--- config.mk ---
export PLATFORM = sky130hd
export DESIGN_NAME = regfile_sb
export DESIGN_NICKNAME = d
export VERILOG_FILES = /design/src/rtl/regfile_pkg.sv /design/src/rtl/regfile_scoreboard.sv /design/src/rtl/regfile_sb.sv
export SDC_FILE = /design/constraint.sdc
export NUM_CORES = 2
export LEC_CHECK = 0
export ABC_AREA = 0
export CORE_AREA = 2 2 338 340
export DETAILED_ROUTE_END_ITERATION = 12
export DIE_AREA = 0 0 340 342
export PLACE_DENSITY = 0.75
export SLEW_MARGIN = 15
export SYNTH_ARGS = -nofsm -noshare
export SYNTH_HDL_FRONTEND = slang
export SYNTH_SLANG_ARGS = --single-unit
--- constraint.sdc ---
create_clock -name Clk -period 4.5 [get_ports Clk]
set_clock_uncertainty 0.05 [all_clocks]
set_input_delay 0.9 -clock Clk [delete_from_list [all_inputs] [get_ports Clk]]
set_output_delay 0.9 -clock Clk [all_outputs]
set_load 0.05 [all_outputs]
--- src/rtl/regfile_pkg.sv ---
// Shared defaults and the address-width helper for the scoreboarded register file.
package regfile_pkg;

  localparam int XLEN_DEF = 32;
  localparam int NREG_DEF = 32;
  localparam int NRD_DEF  = 2;

  function automatic int clog2(input int n);
    int r;
    r = 0;
    for (int i = 0; i < 31; i++) begin
      if ((1 << i) < n) r = i + 1;
    end
    return r;
  endfunction

endpackage

--- src/rtl/regfile_scoreboard.sv ---
// Per-register pending bits plus a running count of pending registers.
module regfile_scoreboard
  import regfile_pkg::*;
#(
  parameter int NREG = NREG_DEF,
  parameter int AW   = clog2(NREG)
) (
  input  logic          Clk,
  input  logic          rst,
  input  logic          wen,
  input  logic [AW-1:0] waddr,
  input  logic          set_en,
  input  logic [AW-1:0] set_idx,
  output logic [NREG-1:0] pending,
  output logic [AW:0]   busy_cnt
);

  logic [NREG-1:0] pending_q, pending_d;
  logic [AW:0]     busy_cnt_q, busy_cnt_d;
  logic            do_clr;
  logic            do_set;

  always_comb begin
    do_clr = wen && (waddr != '0) && pending_q[waddr];
    // A set only adds to the count if the register ends up newly pending.
    do_set = set_en && (set_idx != '0) &&
             (!pending_q[set_idx] || (do_clr && (waddr == set_idx)));
    pending_d = pending_q;
    if (do_clr) pending_d[waddr] = 1'b0;
    if (set_en && (set_idx != '0)) pending_d[set_idx] = 1'b1;
    pending_d[0] = 1'b0;
    busy_cnt_d = busy_cnt_q + (AW+1)'(do_set) - (AW+1)'(do_clr);
  end

  always_ff @(posedge Clk) begin
    if (!rst) begin
      pending_q  <= '0;
      busy_cnt_q <= '0;
    end else begin
      pending_q  <= pending_d;
      busy_cnt_q <= busy_cnt_d;
    end
  end

  assign pending  = pending_q;
  assign busy_cnt = busy_cnt_q;

endmodule

--- src/rtl/regfile_sb.sv ---
// Multi-port register file with issue scoreboard; define REGFILE_SB_BYPASS_EN
// to forward same-cycle writeback data to reads and to the hazard check.
module regfile_sb
  import regfile_pkg::*;
#(
  parameter  int XLEN = XLEN_DEF,
  parameter  int NREG = NREG_DEF,
  parameter  int NRD  = NRD_DEF,
  localparam int AW   = clog2(NREG)
) (
  input  logic              Clk,
  input  logic              rst,
  input  logic [NRD*AW-1:0] rd_addr,
  output logic [NRD*XLEN-1:0] rd_data,
  input  logic              wen,
  input  logic [AW-1:0]     waddr,
  input  logic [XLEN-1:0]   wdata,
  input  logic              iss_valid,
  input  logic              iss_dst_en,
  input  logic [AW-1:0]     iss_dst,
  output logic              iss_ready,
  output logic [AW:0]       busy_cnt
);

  logic [XLEN-1:0] regs_q [NREG];
  logic [XLEN-1:0] regs_d [NREG];
  logic [NREG-1:0] pending;
  logic [NREG-1:0] eff_pend;
  logic            hazard;
  logic            set_en;

  always_comb begin
    regs_d = regs_q;
    if (wen && (waddr != '0)) regs_d[waddr] = wdata;
  end

  always_ff @(posedge Clk) begin
    if (!rst) regs_q <= '{default: '0};
    else      regs_q <= regs_d;
  end

  always_comb begin
    rd_data  = '0;
    eff_pend = pending;
`ifdef REGFILE_SB_BYPASS_EN
    if (rst && wen) eff_pend[waddr] = 1'b0;
`endif
    hazard = iss_dst_en && eff_pend[iss_dst];
    for (int i = 0; i < NRD; i++) begin
      if (rd_addr[i*AW +: AW] != '0) begin
        rd_data[i*XLEN +: XLEN] = regs_q[rd_addr[i*AW +: AW]];
`ifdef REGFILE_SB_BYPASS_EN
        if (rst && wen && (waddr == rd_addr[i*AW +: AW])) rd_data[i*XLEN +: XLEN] = wdata;
`endif
        if (eff_pend[rd_addr[i*AW +: AW]]) hazard = 1'b1;
      end
    end
    // Issue handshake: iss_ready depends only on hazards, never on iss_valid;
    // an instruction is taken on a rising edge where iss_valid && iss_ready.
    iss_ready = !rst || !hazard;
  end

  assign set_en = rst && iss_valid && iss_ready && iss_dst_en && (iss_dst != '0);

  regfile_scoreboard #(
    .NREG (NREG),
    .AW   (AW)
  ) u_sb (
    .Clk      (Clk),
    .rst      (rst),
    .wen      (wen),
    .waddr    (waddr),
    .set_en   (set_en),
    .set_idx  (iss_dst),
    .pending  (pending),
    .busy_cnt (busy_cnt)
  );

endmodule

Word-level counts from Yosys, hierarchy flattened:

Index checks and enable logic that the tools add are counted.

* $add $sub $neg: 2
* $lt $le $gt $ge: 10
* equal/unequal tests: 1
* muxes and demuxes: 29
* bitwise gates (word level): 6
* reduce and logical (&&, ||, !) cells: 22

Operators by type and width (count)
* 1024-bit bitwise mux: 1
* 32-bit binary-select mux with 5-bit select: 2
* 32-bit two-way mux: 9
* 32-bit demux with 5-bit select: 1
* 32-bit bitwise AND: 1
* 32-bit NOT: 1
* 32-bit OR: 1
* 5-bit by 6-bit less-than comparator with 1-bit output (second input constant): 4
* 1-bit binary-select mux with 5-bit select: 4
* 5-bit nonzero test: 4
* 6-bit >= comparator (second input constant): 3
* 5-bit NOT with 6-bit output: 3
* 1-bit logical AND: 13
* 1-bit demux with 5-bit select: 2
* 5-bit by 1-bit >= comparator with 1-bit output (second input constant): 2
* 1-bit two-way mux: 10
* 6-bit by 1-bit adder with 6-bit output: 1
* 6-bit by 1-bit less-than comparator with 1-bit output (second input constant): 1
* 6-bit by 1-bit subtractor with 6-bit output: 1
* 5-bit == test: 1
* 1-bit logical NOT: 3
* 1-bit logical OR: 2

* bits in registers: 1062
* input bits: 57
* word-level logic and storage cells: 105

Depth between registers and ports, before layout:

* word-level depth: 16
* mapped depth: 19
* mapped depth without buffers: 15

By module:

A second synthesis with hierarchy kept.

* cell total of the unflattened synthesis: 5889
* area total of the unflattened synthesis: 57117.3 um^2

Modules (own cells, without submodules)
* regfile_sb: times used 1, cells each 5565, area each 54474.7 um^2
* regfile_scoreboard: times used 1, cells each 324, area each 2642.5 um^2

Worst setup path before layout:

No wires, ideal clock.

* path type: in2reg
* start: in waddr[0]
* end: reg u_sb.busy_cnt_q[4] (netlist: u_sb.busy_cnt[4])
* data arrival time: 4.221 ns
* path slack: 0.114 ns
* stages: 18
* cell sequence: clkbuf_1 mux4_2 a22o_1 a221oi_1 and3_1 clkbuf_1 clkbuf_1 nor2_1 ha_1 inv_1 ha_1 inv_1 fa_1 inv_1 a21o_1 a21oi_1 xnor2_1 and2_1

* word-level cells in the longest chain between the ends: 8
* elaborated cells between the ends (all ways): 11
* classes of those cells: 2 x add/sub; 1 x eq/ne; 2 x mux; 6 x reduce/logical

RTL lines
* start: declaration: line regfile_sb.sv:16 `input logic [AW-1:0] waddr,`
* 1-bit binary-select mux with 5-bit select or 5-bit nonzero test (tied branches): line regfile_scoreboard.sv:24 `do_clr = wen && (waddr != '0) && pending_q[waddr];`
* 1-bit two-way mux (implied by the code) or 1-bit logical AND (tied branches): line regfile_scoreboard.sv:24
* 1-bit logical AND: line regfile_scoreboard.sv:24
* 1-bit logical AND: line regfile_scoreboard.sv:27 `(!pending_q[set_idx] || (do_clr && (waddr == set_idx)));`
* 1-bit logical OR: line regfile_scoreboard.sv:27
* 1-bit logical AND: line regfile_scoreboard.sv:26 `do_set = set_en && (set_idx != '0) &&`
* 6-bit by 1-bit adder with 6-bit output: line regfile_scoreboard.sv:32 `busy_cnt_d = busy_cnt_q + (AW+1)'(do_set) - (AW+1)'(do_clr);`
* 6-bit by 1-bit subtractor with 6-bit output *: line regfile_scoreboard.sv:32
* end signal: assignment: line regfile_scoreboard.sv:41 `busy_cnt_q <= busy_cnt_d;`
* end: declaration: line regfile_scoreboard.sv:19 `logic [AW:0] busy_cnt_q, busy_cnt_d;`

Every way passes the cells marked *; elsewhere a longest branch is shown, timed or not. The select of a mux whose other input is x is not followed.
A chain may end at the register's enable or synchronous reset.

Worst setup path in the final report:

* start: in rd_addr[0]
* end: out rd_data[30]

* word-level cells in the longest chain between the ends: 5
* elaborated cells between the ends (all ways): 6
* classes of those cells: 4 x mux; 1 x bitwise; 1 x reduce/logical

RTL lines
* start: declaration: line regfile_sb.sv:13 `input logic [NRD*AW-1:0] rd_addr,`
* 5-bit NOT with 6-bit output (implied by the code): line regfile_sb.sv:51 `rd_data[i*XLEN +: XLEN] = regs_q[rd_addr[i*AW +: AW]];`
* 32-bit binary-select mux with 5-bit select: line regfile_sb.sv:51
* 32-bit two-way mux (implied by the code) (2 in a row): line regfile_sb.sv:51
* 32-bit two-way mux *: line regfile_sb.sv:50 `if (rd_addr[i*AW +: AW] != '0) begin`
* end: declaration: line regfile_sb.sv:14 `output logic [NRD*XLEN-1:0] rd_data,`

Marked as above.

==> results.sh <==
export IMPL_synthDistinctLibCells=53
export IMPL_cts_max_level=3
export IMPL_wirelength_um=206900
export IMPL_track_usage_pct=34.93
export IMPL_cts_tree="done"
export IMPL_ff2ff_path_depth=13
export IMPL_worstPathArrival_ns=3.45
export IMPL_gp_congestion=0.9473
export IMPL_grt_pass1_vias=46890
export IMPL_rows=124
export IMPL_via_per_inst=6.643
export IMPL_drive_above_1_share_pct=21.81
export IMPL_finalNetCount=5708
export IMPL_cp_max_fo=32
export IMPL_core_sq_um=113100
export IMPL_clk_pin_slew_ns=0.06
export IMPL_grt_max_degree=303
export IMPL_timing_reg2reg_setup_slack_ns=1.15
export IMPL_pwr_share_clk_pct=45.7
export IMPL_slew_violations=0
export IMPL_grt_pass1_wl_um=303400
export IMPL_clk_path_buf_depth=3
export IMPL_cts_buffers=108
export IMPL_ir_drop_mv=0.3385
export IMPL_postLayoutCoreUtil_pct=56.36
export IMPL_crit_type="input pin to primary output"
export IMPL_power_leakage_nw=20.60
export IMPL_dp_worst_setup_slack_ns=-0.02930
export IMPL_drtAntennaViolNets=0
export IMPL_post_cts_buffers=0
export IMPL_worst_slack_ns=0.09899
export IMPL_drt_pass1_iter_count=6
export IMPL_synthCells=5757
export IMPL_finalNonFillerCells=7258
export IMPL_synth_warnings=0
export IMPL_antenna_found_initial=16
export IMPL_cts_hold_buf=0
export IMPL_rsz0062_at_grt="no"
export IMPL_finalCritPeriodShare_pct=97.80
export IMPL_syn_area_sq_um=56100
export IMPL_power_density_nw_per_um2=325.7
export IMPL_top_level_ports=128
export IMPL_start_util_pct=49.60
export IMPL_worstHoldPathCells=2
export IMPL_buffer_ports_inserted=127
export IMPL_synth_edff_count=0
export IMPL_synth_area_per_cell_sq_um=9.745
export IMPL_grt_ovfl_total=0
export IMPL_area_growth_pct=13.61
export IMPL_cap_violations=0
export IMPL_combPwrFrac_pct=8.5
export IMPL_yosys_most_used_dff="dfxtp_1"
export IMPL_seq_power_share_pct=45.8
export IMPL_slew_headroom_pct=4.315
export IMPL_die_w_um=340
export IMPL_p_int_mw=15.59
export IMPL_async_reset_ff_share_pct=0
export IMPL_hpwl_um=120200
export IMPL_hold_violations=0
export IMPL_fin_crit_ns=4.401
export IMPL_vias=48220
export IMPL_layout_cells_most_common="nand2_1"
export IMPL_p_sw_share_pct=24.89
export IMPL_timing_fmax_ghz=0.2272
export IMPL_dieArea_sq_um=116300
export IMPL_setup_viol_count_final=0
export IMPL_dp_cells=7046
export IMPL_reg2reg_from="u_sb.pending[30]"
export IMPL_startpoint_type="input pin"
export IMPL_clk_latency_ns=0.69
export IMPL_synth_seq_cells=1061
export IMPL_crit_required_ns=3.55
export IMPL_drtIter0Drc=7452
export IMPL_r2r_end="u_sb.busy_cnt[4]"
export IMPL_status="finished, final reports clean"
export IMPL_end_kind="primary output"
export IMPL_synth_nets=5821
export IMPL_cts_sinks=1061
export IMPL_die_h_um=342
export IMPL_final_cell_mix="nand2_1, dfxtp_1, a21boi_0"
export IMPL_wl_per_cell_um=28.50
export IMPL_drcViolationCount=0
export IMPL_worstMarginPinSlew_ns=1.435
export IMPL_min_to="regs_q[610]"
export IMPL_p_switching_mw=5.168
export IMPL_hold_path_class="register to register"
export IMPL_hold_start="regs_q[610]"
export IMPL_ys_seq_area_share_pct=37.86
export IMPL_cts_root_buf="clkbuf_16"
-- synthesized netlist by cell type, types with 2 or more instances --
library cell	count	area share (%)
nand2_1	2096	14
dfxtp_1	1061	38
a21boi_0	958	13
mux4_2	665	27
clkbuf_1	514	3.4
nor2_1	72	0.48
buf_1	63	0.42
mux2i_1	47	0.84
and2_1	42	0.47
a21oi_1	35	0.31
a21boi_1	34	0.45
o211ai_1	32	0.43
o21ai_1	31	0.28
buf_2	11	0.098
inv_1	11	0.074
nor2b_1	11	0.12
a22oi_1	7	0.094
nand3_1	7	0.062
ha_1	6	0.13
xnor2_1	5	0.078
mux2_2	4	0.080
and3_1	3	0.033
nand3b_1	3	0.040
a21o_1	2	0.027
a221oi_1	2	0.031
a311oi_1	2	0.031
and3b_1	2	0.031
nand4_1	2	0.022
nand4b_4	2	0.085
nor3b_1	2	0.027
or2_2	2	0.022
or3b_2	2	0.031
-- per-stage QoR --
| step | total power [mW] | TNS, ns | instance area (sq um) | hold WS, ns |
|---|---|---|---|---|
| after floorplan | 10.79 | 0 | 56100 | 0.3922 |
| after global placement | 11.41 | -0.1214 | 60050 | 0.3989 |
| after detailed placement | 11.43 | -0.02930 | 60050 | 0.4076 |
| after CTS | 20.71 | 0 | 63780 | 0.4159 |
| after global routing | 21.17 | 0 | 63720 | 0.4338 |
| final | 20.76 | 0 | 63740 | 0.4185 |
-- how the worst max path moves through the flow --
stage                from          endpoint  slack, ns  depth (start not counted)
6_report       rd_addr[0]       rd_data[30]        0.1                          7
5_1_grt        rd_addr[0]       rd_data[28]       0.06                          7
4_1_cts        rd_addr[0]       rd_data[16]       0.12                          9
3_5_place_dp   rd_addr[7]  u_sb.busy_cnt[4]      -0.03                         14
3_3_place_gp     waddr[0]  u_sb.busy_cnt[4]      -0.08                         16
2_1_floorplan    waddr[0]  u_sb.busy_cnt[4]       0.11                         18
-- power groups by stage --
stage	Combinational, mW	Sequential, mW	Clock (mW)
global placement	1.70	9.71	0
detailed placement	1.71	9.72	0
global route	1.80	9.51	9.86
CTS	1.71	9.51	9.48
floorplan	1.07	9.72	0
finish	1.76	9.51	9.49
-- kinds of logic (layout without fill, tap and decap cells) --
kind of cell / after synthesis / after routing / share of synthesized area (%)
simple gates: 2255 / 2255 / 15.59
compound gates: 1112 / 1112 / 14.64
flops: 1061 / 1061 / 37.86
mux: 716 / 716 / 27.61
buf+inv: 601 / 580 / 4.052
fa+ha+maj: 7 / 7 / 0.1695
xor+xnor: 5 / 5 / 0.07805
other cells: 0 / 10 / 0
-- what timing repair did --
action / CTS / global route
resized for setup: 1 / 0
setup endpoints to repair: 1 / 0
endpoints found under the hold margin: 0 / 0
-- worst max-delay path, cell delays in order --
cell	delay, ns
buf_8	0.42
buf_12	0.31
mux4_2	0.55
mux4_2	0.58
mux2i_1	0.30
nor2_1	0.08
buf_4	0.20
-- metal layers --
metal | GRT usage (%) | up-vias | share of wire [%]
li1 | - | 19940 | -
met1 | 45.95 | 23520 | 36
met2 | 51.81 | 3886 | 43
met3 | 10.90 | 855 | 15
met4 | 18.25 | 16 | 5.8
met5 | 0 | - | 0.056
-- registers in the layout, summed over array words and instances, names as in the netlist --
register	flops
u_sb.pending	31
u_sb.busy_cnt	6
regs_q	1024
-- final cells by class --
class | count | area [sq um]
fillers | 9367 | 49360
multi-input cells | 4095 | 32910
flip-flops and latches | 1061 | 21240
repair buffers | 366 | 3899
clock buffers | 159 | 3196
well taps | 1512 | 1892
clock inverters | 43 | 531.8
inverters | 12 | 50.05
diodes | 10 | 25.02
(Power assumes the default switching activity.)
